==> src/rtl/div_unit_if.sv <==
// ---------------------------------------------------------------------------
// div_unit_if
// Purpose : Groups the EX-stage <-> divider signals into one bundle.
// Ports (signals):
//   start      request; taken only while the divider is idle
//   alu_op     5-bit ALU op; only DIV/DIVU/REM/REMU start a division
//   operand_a  dividend (rs1)
//   operand_b  divisor  (rs2)
//   flush      abort the current operation
//   stall      hold IF/ID/EX (hazard_t.division)
//   busy       divider is not idle
//   done       one-cycle pulse, result valid
//   result     quotient or remainder
//
// Handshake: start is a request, not a valid/ready pair. The master holds
// start/alu_op/operands while stall=1. A request is accepted on the edge
// where start=1, the op is a division, the divider is idle and flush=0.
// The result is presented with done=1 for exactly one cycle; stall is
// already low in that cycle so EX captures it and advances once.
// ---------------------------------------------------------------------------
interface div_unit_if #(
  parameter int XLEN = 32
);
  logic            start;
  logic [4:0]      alu_op;
  logic [XLEN-1:0] operand_a;
  logic [XLEN-1:0] operand_b;
  logic            flush;
  logic            stall;
  logic            busy;
  logic            done;
  logic [XLEN-1:0] result;

  modport master (
    output start, alu_op, operand_a, operand_b, flush,
    input  stall, busy, done, result
  );

  modport slave (
    input  start, alu_op, operand_a, operand_b, flush,
    output stall, busy, done, result
  );
endinterface

==> src/rtl/div_unit.sv <==
// ---------------------------------------------------------------------------
// div_unit
// Purpose : Iterative radix-2 restoring divider for DIV/DIVU/REM/REMU.
//           One quotient bit per cycle; divide-by-zero and signed overflow
//           are resolved in IDLE and finish in one cycle.
// Ports:
//   clk          clock
//   rst          synchronous active-high reset
//   bus          div_unit_if.slave (start/alu_op/operands/flush in,
//                stall/busy/done/result out)
//   o_dbg_state  current FSM state (0=IDLE, 1=CALC, 2=DONE)
// Optional feature:
//   DIV_EARLY_OUT_EN  when defined, |dividend| < |divisor| (divisor != 0)
//                     finishes in one cycle (quotient 0, remainder a).
// ---------------------------------------------------------------------------
module div_unit #(
  parameter int XLEN  = 32,
  parameter int CNT_W = $clog2(XLEN) + 1
) (
  input  logic         clk,
  input  logic         rst,
  div_unit_if.slave    bus,
  output logic [1:0]   o_dbg_state
);

  localparam logic [4:0] ALU_DIV  = 5'h10;
  localparam logic [4:0] ALU_DIVU = 5'h11;
  localparam logic [4:0] ALU_REM  = 5'h12;
  localparam logic [4:0] ALU_REMU = 5'h13;

  localparam logic [XLEN-1:0] MIN_NEG = {1'b1, {(XLEN-1){1'b0}}};

  typedef enum logic [1:0] {
    S_IDLE = 2'd0,
    S_CALC = 2'd1,
    S_DONE = 2'd2
  } state_e;

  state_e           r_state;
  logic [CNT_W-1:0] r_cnt;
  logic [XLEN-1:0]  r_rem;
  logic [XLEN-1:0]  r_dvd;    // dividend shifts out, quotient shifts in
  logic [XLEN-1:0]  r_dsr;
  logic             r_neg_q;
  logic             r_neg_r;
  logic             r_is_rem;
  logic             r_done;
  logic [XLEN-1:0]  r_result;

  // ---- request decode ----------------------------------------------------
  logic            w_is_div, w_signed, w_is_rem;
  logic [XLEN-1:0] w_abs_a, w_abs_b;
  logic            w_div0, w_ovf, w_early, w_special, w_accept;
  logic [XLEN-1:0] w_spec_q, w_spec_r, w_spec_res;

  assign w_is_div = (bus.alu_op == ALU_DIV) || (bus.alu_op == ALU_DIVU) ||
                    (bus.alu_op == ALU_REM) || (bus.alu_op == ALU_REMU);
  assign w_signed = (bus.alu_op == ALU_DIV) || (bus.alu_op == ALU_REM);
  assign w_is_rem = (bus.alu_op == ALU_REM) || (bus.alu_op == ALU_REMU);

  assign w_abs_a = (w_signed && bus.operand_a[XLEN-1]) ? -bus.operand_a : bus.operand_a;
  assign w_abs_b = (w_signed && bus.operand_b[XLEN-1]) ? -bus.operand_b : bus.operand_b;

  assign w_div0 = (bus.operand_b == '0);
  assign w_ovf  = w_signed && (bus.operand_a == MIN_NEG) && (bus.operand_b == '1);

`ifdef DIV_EARLY_OUT_EN
  assign w_early = !w_div0 && (w_abs_a < w_abs_b);
`else
  assign w_early = 1'b0;
`endif

  assign w_special = w_div0 || w_ovf || w_early;

  // Early-out shares the divide-by-zero remainder (a, sign intact) and
  // yields a zero quotient.
  assign w_spec_q   = w_div0 ? '1 : (w_ovf ? MIN_NEG : '0);
  assign w_spec_r   = w_ovf ? '0 : bus.operand_a;
  assign w_spec_res = w_is_rem ? w_spec_r : w_spec_q;

  // flush wins over a simultaneous start.
  assign w_accept = (r_state == S_IDLE) && bus.start && w_is_div && !bus.flush;

  // ---- one restoring step ------------------------------------------------
  // The shifted partial remainder is kept one bit wider: with a divisor of
  // 2^(XLEN-1) or more the remainder's MSB can be set before the shift.
  logic [XLEN:0]   w_rem_sh;
  logic            w_ge;
  logic [XLEN-1:0] w_rem_nx, w_quo_nx, w_rem_fin, w_quo_fin, w_calc_res;

  assign w_rem_sh   = {r_rem, r_dvd[XLEN-1]};
  assign w_ge       = (w_rem_sh >= {1'b0, r_dsr});
  // When w_ge the true difference is < 2^XLEN, so dropping the top bit is exact.
  assign w_rem_nx   = w_ge ? (w_rem_sh[XLEN-1:0] - r_dsr) : w_rem_sh[XLEN-1:0];
  assign w_quo_nx   = {r_dvd[XLEN-2:0], w_ge};
  assign w_quo_fin  = r_neg_q ? -w_quo_nx : w_quo_nx;
  assign w_rem_fin  = r_neg_r ? -w_rem_nx : w_rem_nx;
  assign w_calc_res = r_is_rem ? w_rem_fin : w_quo_fin;

  // ---- FSM ---------------------------------------------------------------
  always_ff @(posedge clk) begin
    if (rst) begin
      r_state  <= S_IDLE;
      r_cnt    <= '0;
      r_rem    <= '0;
      r_dvd    <= '0;
      r_dsr    <= '0;
      r_neg_q  <= 1'b0;
      r_neg_r  <= 1'b0;
      r_is_rem <= 1'b0;
      r_done   <= 1'b0;
      r_result <= '0;
    end else begin
      r_done <= 1'b0;
      case (r_state)
        S_IDLE: begin
          if (w_accept) begin
            r_neg_q  <= w_signed && (bus.operand_a[XLEN-1] ^ bus.operand_b[XLEN-1]);
            r_neg_r  <= w_signed && bus.operand_a[XLEN-1];
            r_is_rem <= w_is_rem;
            if (w_special) begin
              r_result <= w_spec_res;
              r_done   <= 1'b1;
              r_state  <= S_DONE;
            end else begin
              r_dvd   <= w_abs_a;
              r_dsr   <= w_abs_b;
              r_rem   <= '0;
              r_cnt   <= '0;
              r_state <= S_CALC;
            end
          end
        end
        S_CALC: begin
          if (bus.flush) begin
            r_state <= S_IDLE;
          end else begin
            r_rem <= w_rem_nx;
            r_dvd <= w_quo_nx;
            r_cnt <= r_cnt + 1'b1;
            if (r_cnt == CNT_W'(XLEN-1)) begin
              r_result <= w_calc_res;
              r_done   <= 1'b1;
              r_state  <= S_DONE;
            end
          end
        end
        S_DONE:  r_state <= S_IDLE;
        default: r_state <= S_IDLE;
      endcase
    end
  end

  assign bus.stall   = ((r_state == S_IDLE) && bus.start && w_is_div) || (r_state == S_CALC);
  assign bus.busy    = (r_state != S_IDLE);
  assign bus.done    = r_done;
  assign bus.result  = r_result;
  assign o_dbg_state = r_state;

endmodule

==> src/flat_wrapper.sv <==
// flat-port wrapper written by rule: the top's interface ports become plain ports
module div_unit_flat 
#(
  parameter int XLEN  = 32,
  parameter int CNT_W = $clog2(XLEN) + 1
)
  (clk, rst, o_dbg_state, bus_start, bus_alu_op, bus_operand_a, bus_operand_b, bus_flush, bus_stall, bus_busy, bus_done, bus_result);
  div_unit_if #(.XLEN(XLEN)) bus_i ();
  input  logic clk;
  input  logic rst;
  output logic [1:0] o_dbg_state;
  input wire logic [$bits(bus_i.start)-1:0] bus_start;
  input wire logic [$bits(bus_i.alu_op)-1:0] bus_alu_op;
  input wire logic [$bits(bus_i.operand_a)-1:0] bus_operand_a;
  input wire logic [$bits(bus_i.operand_b)-1:0] bus_operand_b;
  input wire logic [$bits(bus_i.flush)-1:0] bus_flush;
  output wire logic [$bits(bus_i.stall)-1:0] bus_stall;
  output wire logic [$bits(bus_i.busy)-1:0] bus_busy;
  output wire logic [$bits(bus_i.done)-1:0] bus_done;
  output wire logic [$bits(bus_i.result)-1:0] bus_result;
  assign bus_i.start = bus_start;
  assign bus_i.alu_op = bus_alu_op;
  assign bus_i.operand_a = bus_operand_a;
  assign bus_i.operand_b = bus_operand_b;
  assign bus_i.flush = bus_flush;
  assign bus_stall = bus_i.stall;
  assign bus_busy = bus_i.busy;
  assign bus_done = bus_i.done;
  assign bus_result = bus_i.result;
  div_unit #(.XLEN(XLEN), .CNT_W(CNT_W)) u_core (.clk(clk), .rst(rst), .bus(bus_i), .o_dbg_state(o_dbg_state));
endmodule
==> config.mk <==
export PLATFORM = sky130hd
export DESIGN_NAME = div_unit_flat
export DESIGN_NICKNAME = d
export VERILOG_FILES = /design/src/rtl/div_unit_if.sv /design/src/rtl/div_unit.sv /design/src/flat_wrapper.sv
export SDC_FILE = /design/constraint.sdc
export NUM_CORES = 1
export LEC_CHECK = 0
export ABC_AREA = 1
export CAP_MARGIN = 20
export CORE_ASPECT_RATIO = 0.9
export CORE_UTILIZATION = 33
export DETAILED_ROUTE_END_ITERATION = 8
export PLACE_DENSITY_LB_ADDON = 0.25
export SETUP_SLACK_MARGIN = 0.1
export SLEW_MARGIN = 25
export SYNTH_ARGS = -nofsm -noshare
export SYNTH_HDL_FRONTEND = slang
export SYNTH_SLANG_ARGS = --single-unit
==> constraint.sdc <==
create_clock -name clk -period 3.6 [get_ports clk]
set_input_delay 0.9 -clock clk [delete_from_list [all_inputs] [get_ports clk]]
set_output_delay 0.9 -clock clk [all_outputs]
set_load 0.005 [all_outputs]
Word level (Yosys, flattened, before mapping)
Index checks and enable logic that the tools add are counted.
{"block": "op_classes", "order_cmp": 1, "n_bitwise": 2, "n_eq_ne": 14, "n_addsub": 6, "mux": 37, "reduce_logical": 25}
{"operator": "two-way mux 32 bit", "count": 20}
{"operator": "case mux 32 bit (2 select lines)", "count": 3}
{"operator": "negation 32 bit", "count": 4}
{"operator": "equality test 32 bit, second input constant", "count": 2}
{"operator": ">= comparator 33 x 32 -> 1 bit", "count": 1}
{"operator": "logical NOT 32 bit", "count": 1}
{"operator": "subtractor 32 bit", "count": 1}
{"operator": "equality test 5 bit, second input constant", "count": 4}
{"operator": "two-way mux 6 bit", "count": 3}
{"operator": "case mux 6 bit (2 select lines)", "count": 1}
{"operator": "logical AND 1 bit", "count": 8}
{"operator": "two-way mux 2 bit", "count": 4}
{"operator": "logical OR 1 bit", "count": 7}
{"operator": "adder 6 x 1 -> 6 bit, second input constant", "count": 1}
{"operator": "equality test 6 x 5 -> 1 bit, second input constant", "count": 1}
{"operator": "!= test 2 x 1 -> 1 bit, second input constant", "count": 3}
{"operator": "AND reduction 5 bit", "count": 1}
{"operator": "two-way mux 1 bit", "count": 4}
{"operator": "!= test 2 bit, second input constant", "count": 2}
{"operator": "case mux 2 bit (2 select lines)", "count": 1}
{"operator": "AND reduction 2 bit", "count": 2}
{"operator": "AND reduction 4 bit", "count": 1}
{"operator": "nonzero test 2 bit", "count": 2}
{"operator": "!= test 3 x 2 -> 1 bit, second input constant", "count": 1}
{"operator": "other kinds (7)", "count": 7}
{"block": "word_totals", "regBits": 140, "input_bits": 73, "word_cells": 95}

Longest topological paths before layout
{"block": "depth", "depth_word": 10, "depth_mapped": 31, "ltp_nobuf": 31}

Worst setup path after synthesis
Ideal clock, no wire load.
{"block": "synth_path", "path_type": "register -> register", "start": "register u_core.r_dsr[24]", "end": "register u_core.r_result[26] (netlist: u_core.bus.result[26])", "slack_ns": -0.008, "setup_time_ns": 0.128, "arrival_time_ns": 3.479, "path_stages_with_launch": 30, "path_cell_list": "dfxtp_1 -> inv_1 -> ha_1 -> nand2_2 -> inv_2 -> a21oi_2 -> nand2_1 -> nand2_1 -> nand2_1 -> nor2_4 -> nand2_4 -> inv_2 -> ha_1 -> inv_1 -> nor3_1 -> inv_1 -> nor3_2 -> nand3_1 -> nor3_1 -> nand2_1 -> nor2_1 -> nand3_1 -> nor2_1 -> nor2_1 -> o21ai_0 -> a21oi_1 -> nor2_1 -> nand2_1 -> nand2_1 -> a21oi_1"}
{"block": "synth_via", "elab_chain_cells": 8, "elab_cells_between_ends": 11, "classes_between": "add/sub: 3; order compare: 1; mux: 7"}
{"element": "start, declared", "line_no": "div_unit.sv:43", "source": "logic [XLEN-1:0] r_dsr;"}
{"element": "start signal, assigned", "line_no": "div_unit.sv:127", "source": "r_dsr <= w_abs_b;"}
{"element": "subtractor 32 bit or >= comparator 33 x 32 -> 1 bit (tied branches)", "line_no": "div_unit.sv:94, div_unit.sv:92"}
{"element": "two-way mux 32 bit", "line_no": "div_unit.sv:94", "source": "assign w_rem_nx = w_ge ? (w_rem_sh[XLEN-1:0] - r_dsr) : w_rem_sh[XLEN-1:0];"}
{"element": "negation 32 bit", "line_no": "div_unit.sv:97", "source": "assign w_rem_fin = r_neg_r ? -w_rem_nx : w_rem_nx;"}
{"element": "two-way mux 32 bit", "line_no": "div_unit.sv:97"}
{"element": "two-way mux 32 bit *", "line_no": "div_unit.sv:98", "source": "assign w_calc_res = r_is_rem ? w_rem_fin : w_quo_fin;"}
{"element": "two-way mux 32 bit *", "line_no": "div_unit.sv:141", "source": "if (r_cnt == CNT_W'(XLEN-1)) begin"}
{"element": "two-way mux 32 bit *", "line_no": "div_unit.sv:135", "source": "if (bus.flush) begin"}
{"element": "case mux 32 bit (2 select lines) *", "line_no": "div_unit.sv:115", "source": "case (r_state)"}
{"element": "end signal, assigned", "line_no": "div_unit.sv:122", "source": "r_result <= w_spec_res;"}
{"element": "end signal, assigned", "line_no": "div_unit.sv:142", "source": "r_result <= w_calc_res;"}
{"element": "end, declared", "line_no": "div_unit.sv:48", "source": "logic [XLEN-1:0] r_result;"}
Every way passes the cells marked *; elsewhere a longest branch is shown, timed or not. The select of a mux whose other input is x is not followed.
A chain may end at the register's enable or synchronous reset.

Worst setup path in the final report
{"block": "layout_path", "start": "register u_core.r_rem[12]", "end": "register u_core.r_result[10] (netlist: u_core.bus.result[10])"}
{"block": "layout_via", "elab_chain_cells": 8, "elab_cells_between_ends": 10, "classes_between": "add/sub: 2; order compare: 1; mux: 7"}
{"element": "start, declared", "line_no": "div_unit.sv:41", "source": "logic [XLEN-1:0] r_rem;"}
{"element": "start signal, assigned", "line_no": "div_unit.sv:138", "source": "r_rem <= w_rem_nx;"}
{"element": ">= comparator 33 x 32 -> 1 bit *", "line_no": "div_unit.sv:92", "source": "assign w_ge = (w_rem_sh >= {1'b0, r_dsr});"}
{"element": "two-way mux 32 bit", "line_no": "div_unit.sv:94"}
{"element": "negation 32 bit", "line_no": "div_unit.sv:97"}
{"element": "two-way mux 32 bit", "line_no": "div_unit.sv:97"}
{"element": "two-way mux 32 bit *", "line_no": "div_unit.sv:98"}
{"element": "two-way mux 32 bit *", "line_no": "div_unit.sv:141"}
{"element": "two-way mux 32 bit *", "line_no": "div_unit.sv:135"}
{"element": "case mux 32 bit (2 select lines) *", "line_no": "div_unit.sv:115"}
Marks and branches as above.

==> results.toml <==
[outcome]
status = "complete, no violations"

[route]
route.top_layer_used = "met4"
wire_per_inst_um = 17.8
m1WireLength_um = 26600
dr.pass1.iters = 6
ant_nets = 0
drtIter0Drc = 1707
routed_via_density = 5.20
met3_wirelength_um = 4030
wirelength_um = 55000
vias = 16056
drc = 0
met2WireLength_um = 23400

[synthesis]
netlist_area_sq_mm = 0.0127
synthTopCellsByCount = "594 x nand2_1, 280 x inv_1, 196 x a21oi_1"
synthesis.nets = 2298
async_flop_share = 0
syn_inst = 2186
ys.flop_type = "dfxtp_1"
synth-seq-cells = 140
avgSynthCellArea_sq_um = 5.80
seq_area_frac_synth = 0.221
synth_cell_types = 54
synth_area_leaders = "dfxtp_1 22%, nand2_1 18%, inv_1 8.3%"
yosysWarnings = 0
synth_edf_count = 0
synth_top_area_frac = 0.221
synth_largest_area_cell = "dfxtp_1"
yosysMostFrequentCell = "nand2_1"

[worst_setup_path]
critPathKind = "reg2reg"
slowest_delay_ns = 0.46
end_kind = "flip-flop"
path_max_fanout = 4
regToRegEndpoint = "u_core.bus.result[10]"
critPathArrivalTime_ns = 3.85
slowest_stage = "dfxtp_1"
reg2reg_slack_ns = 0.09
cp_common_cell = "buf_4"
startpoint_type = "flip-flop"
timing.rr.start = "u_core.r_rem[12]"
r2r_cells = 28
crit_required_ns = 3.93

[sta]
grt_setup_unrepaired = "true"
final.period_utilization = 0.976
fin_skew_ns = 0.0137
finalHoldViolCount = 0
fmax_ghz = 0.285
slew_headroom = 0.402
period_minus_slack_ns = 3.51
tightest_slew_ns = 0.897
tns_ns = 0
maxSlewViolCount = 0
setup_viol = 0

[floorplanning]
coreArea_sq_mm = 0.0376
fp.dieH_um = 188
initial_utilization = 0.337
ioPinCount = 110
die_area_sq_mm = 0.0392
dieWidth_um = 209
rows = 67

[grt]
grt_overflow = 0
antenna_found_initial = 0
grt_pass1_vias = 14785
grtUsageTotal = 0.277
grt_max_degree = 62
grt_pass1_wl_um = 84600

[power_and_ir_drop]
switchingPower_w = 0.00510
power_frac_clock = 0.178
p_int_w = 0.00593
seq_power_share = 0.152
p_per_area_mw_per_mm2 = 592
peakVddDrop_uv = 431
power_frac_comb = 0.670
p_leak_nw = 8.31
p_sw_frac = 0.462

[finish]
finalNetCount = 2702
drive_above_1_share = 0.285
synthToLayoutAreaGrowth_pct = 47.1
design_area_sq_mm = 0.0186
utilization = 0.496
diodes = 0
nFillCells = 3799

[clocking]
path_clk_slew_ns = 0.07
root_buffer = "clkbuf_16"
numCtsBuffers = 17
clk_path_buf_depth = 2
cts.hold.buffers_added = 0
clk_latency_ns = 0.46
cts_tree = "built"
clkSinkCount = 140
ctsHtreeMaxLevel = 4

[min_path]
holdCritPathClass = "reg2reg"
worstHoldStart = "u_core.bus.result[18]"
worstHoldEndpoint = "u_core.bus.result[18]"
hold_path_depth = 2

[placed_design]
gp_congestion = 0.989
place_area_sq_mm = 0.0165
dp_hpwl_um = 42500
portBuffers = 109

[run]
maxCapViolCount = 0
[per-layer routing]
| layer | GRT usage | vias up |
|---|---|---|
| li1 | - | 7917 |
| met1 | 0.411 | 7427 |
| met2 | 0.422 | 655 |
| met3 | 0.0373 | 57 |
| met4 | 0.0614 | 0 |
| met5 | 0 | - |
[through the flow]
| step | setup slack, ns | instances | total power, W | hold WS (ns) |
|---|---|---|---|---|
| 2_1_floorplan | 0.115 | 2186 | 0.00527 | 0.432 |
| 3_3_place_gp | -0.552 | 3019 | 0.00786 | 0.451 |
| 3_5_place_dp | -0.514 | 3019 | 0.00787 | 0.458 |
| 4_1_cts | 0.0111 | 3074 | 0.0105 | 0.467 |
| 5_1_grt | -0.0945 | 3086 | 0.0118 | 0.486 |
| 6_report | 0.0870 | 3086 | 0.0110 | 0.463 |
[final cells by class]
type	instances	area (sq um)	share of cell area
multi-input combinational	1658	9490	0.509
sequential	140	2850	0.153
timing repair buffer	472	3930	0.211
inverter	301	1140	0.0611
tap	483	604	0.0324
clock inverter	13	190	0.0102
clock buffer	19	433	0.0232
[placed cells by master, fill, tap and decap left out, types with 21 or more instances in the layout]
cell               n
buf_4            346
o21ai_0          146
xor2_1            41
nand3_2           25
nor2_4            26
a21oi_1          179
nand4_1           34
nand2_4           21
o21ai_1           24
dfxtp_2           34
nand2_1          522
dfxtp_1          105
nand2_2           80
nor2_2            23
nor2_1           157
nand3_1          153
inv_1            254
clkdlybuf4s50_1  108
nor3_1            32
nand3b_1          21
inv_2             42
ha_4              31
[power by group through the flow]
stage | sequential, W | clock, W | combinational (W)
floorplan | 0.00168 | 0 | 0.00359
global placement | 0.00170 | 0 | 0.00616
detailed placement | 0.00170 | 0 | 0.00617
CTS | 0.00167 | 0.00197 | 0.00686
global route | 0.00169 | 0.00204 | 0.00803
finish | 0.00168 | 0.00196 | 0.00739
[worst max-delay path by stage]
stage | from | end | slack [ns] | cells past startpoint
4_1_cts | u_core.r_rem[17] | u_core.bus.result[24] | 0.01 | 29
2_1_floorplan | u_core.r_dsr[8] | u_core.bus.result[26] | 0.12 | 31
5_1_grt | u_core.r_dsr[24] | u_core.bus.result[16] | -0.09 | 28
6_report | u_core.r_rem[12] | u_core.bus.result[10] | 0.09 | 28
3_5_place_dp | bus_operand_a[1] | u_core.r_dvd[18] | -0.51 | 17
3_3_place_gp | bus_operand_a[0] | u_core.r_dvd[18] | -0.55 | 17
[worst max-delay path, delay by kind of cell (launching register included)]
kind / cells / cell delay (ns)
flops: 1 / 0.46
buf+inv: 10 / 1.05
fa+ha+maj: 2 / 0.40
compound gates: 3 / 0.24
simple gates: 13 / 1.24
[flip-flops by register name, indices dropped and copies added (netlist names)]
name and count:
u_core.bus.result 32, u_core.r_neg_r 1, u_core.o_dbg_state 2, u_core.bus.done 1, u_core.r_dvd 32, u_core.r_neg_q 1
u_core.r_is_rem 1, u_core.r_rem 32, u_core.r_dsr 32, u_core.r_cnt 6
[kinds of logic after synthesis]
| family | after synthesis | share of synthesized area |
|---|---|---|
| compound gates | 429 | 0.181 |
| xor+xnor | 53 | 0.0366 |
| fa+ha+maj | 39 | 0.0391 |
| buf+inv | 388 | 0.120 |
| flops | 140 | 0.221 |
| simple gates | 1137 | 0.402 |
[timing repair]
item	in CTS	in global routing
buffers inserted	22	13
gates resized for setup	140	175
endpoints found under the setup margin	30	48
cloned	1	0
pin swaps	38	75
(Power assumes the default switching activity.)
==> RTL edit: new RTL, config.mk and constraints unchanged <==
Make the reset (`rst`) asynchronous in one clocked block. Comments in the files are not updated.
--- a/src/rtl/div_unit.sv
+++ b/src/rtl/div_unit.sv
@@ -98,7 +98,7 @@
   assign w_calc_res = r_is_rem ? w_rem_fin : w_quo_fin;
 
   // ---- FSM ---------------------------------------------------------------
-  always_ff @(posedge clk) begin
+  always_ff @(posedge clk or posedge rst) begin
     if (rst) begin
       r_state  <= S_IDLE;
       r_cnt    <= '0;
Formal check against the unedited RTL: differs if rst is asserted again (counterexample within 4 cycles, from zero or initial values and one cycle with rst high); with rst held inactive, the same outputs for 4 cycles.
==> RTL edit against the original RTL <==
The run now ends with negative setup slack left. First-iteration DRC count shrank 14%. Sequential cell count is the same. Cell area grew 0.92%. Worst setup slack lost 0.10 ns. Synthesized area grew 1.9%. Routed wire length shrank 0.43%. Critical endpoint is now u_core.bus.result[30].
Power is not compared: it rests on default switching activity, and its combinational part moved more than twofold at a synthesized area within 25%.
==> RTL edit: results (changes against the original RTL) <==
Worst Hold Path EP=u_core.bus.result[16]; net total in the final layout=2,673 (-1.1%); final setup vio count=1 (+1); startpoint of the most critical hold path=u_core.bus.result[16]; dominant register cell in the synthesized netlist=sky130_fd_sc_hd__dfrtp_1; R2R depth=27 (-3.6%); Cell variety after synth=47 (-13%); share of cells above drive strength 1=0.249 (-0.0359); DP Wirelength=42.0 mm (-1.2%); violated checks=negative setup slack; largest net degree at the start of global routing=86 (+39%); fill count=3,942 (+3.8%); global-route usage over all layers=0.270 (-0.00740); sequential fraction of the synthesis area=0.271 (+0.0500); drt initial violations=1,460 (-14%); most frequent cells after synthesis=sky130_fd_sc_hd__nand2_1, sky130_fd_sc_hd__inv_1, sky130_fd_sc_hd__nor2_1; CP max stage delay=0.43 ns (-0.03 ns); average wire length per cell after detail routing=17.7 µm (-0.82%); routability congestion estimate=0.991 (+0.15%); Fin Hold WS=0.480 ns (+0.0174 ns); cell count after placement=3,015 (-0.13%); source of the worst register-to-register timing path=u_core.r_rem[23]; global-route wire length before repair=83.3 mm (-1.5%); number of global-route vias before repair=15.1k (+2.0%); Final Worst Setup Slack=-0.0139 ns (-0.101 ns); antenna violations before repair=1 (+1); number of vias per cell=5.11 (-1.8%); vias after detailed routing=15.8k (-1.4%); slew at the pin with the worst max-slew slack=0.698 ns (-0.199 ns); result of the run=finished, violations left; last element of the critical path=u_core.bus.result[30]
[RTL edit: logic make-up (layout without fill, tap and decap cells)]
family / after synthesis / after routing / share of synthesized area
simple gates: 1189 / 1190 / 0.394
buf+inv: 391 / 819 / 0.119
compound gates: 327 / 327 / 0.137
flops: 140 / 140 / 0.271
xor+xnor: 58 / 58 / 0.0393
fa+ha+maj: 39 / 39 / 0.0384
[RTL edit: timing repair]
item                       4_1_cts  5_1_grt
hold endpoints to repair         0        0
gates resized for setup         77      167
gates cloned                     1        2
pin swaps                       20       58
setup endpoints to repair      136      109
setup buffers                   31       18
[RTL edit: metal layers]
layer | share of wire | track usage | vias up
met5 | 0 | 0 | -
met4 | 0.034 | 0.0945 | 0
met3 | 0.064 | 0.0338 | 96
met2 | 0.44 | 0.422 | 601
met1 | 0.46 | 0.381 | 7439
li1 | - | - | 7696
[RTL edit: layout make-up]
class / count / area [µm²] / area share
repair buffers: 466 / 3990 / 0.212
inverters: 322 / 1220 / 0.0647
multi-input cells: 1614 / 8780 / 0.467
clock inverters: 10 / 163 / 0.00865
flip-flops and latches: 140 / 3520 / 0.187
clock buffers: 21 / 480 / 0.0256
well taps: 525 / 657 / 0.0349
[RTL edit: through the flow]
step	area, µm²	TNS, ns	total power [µW]	setup slack [ns]	utilization
2_1_floorplan	12900	0	10600	0.233	-
3_3_place_gp	16800	-64.23	16500	-0.708	0.436
3_5_place_dp	16800	-85.72	16600	-0.847	0.436
4_1_cts	18100	0	19200	0.100	0.470
5_1_grt	18800	-0.544	22100	-0.185	0.489
6_report	18800	-0.0139	20500	-0.0139	0.489
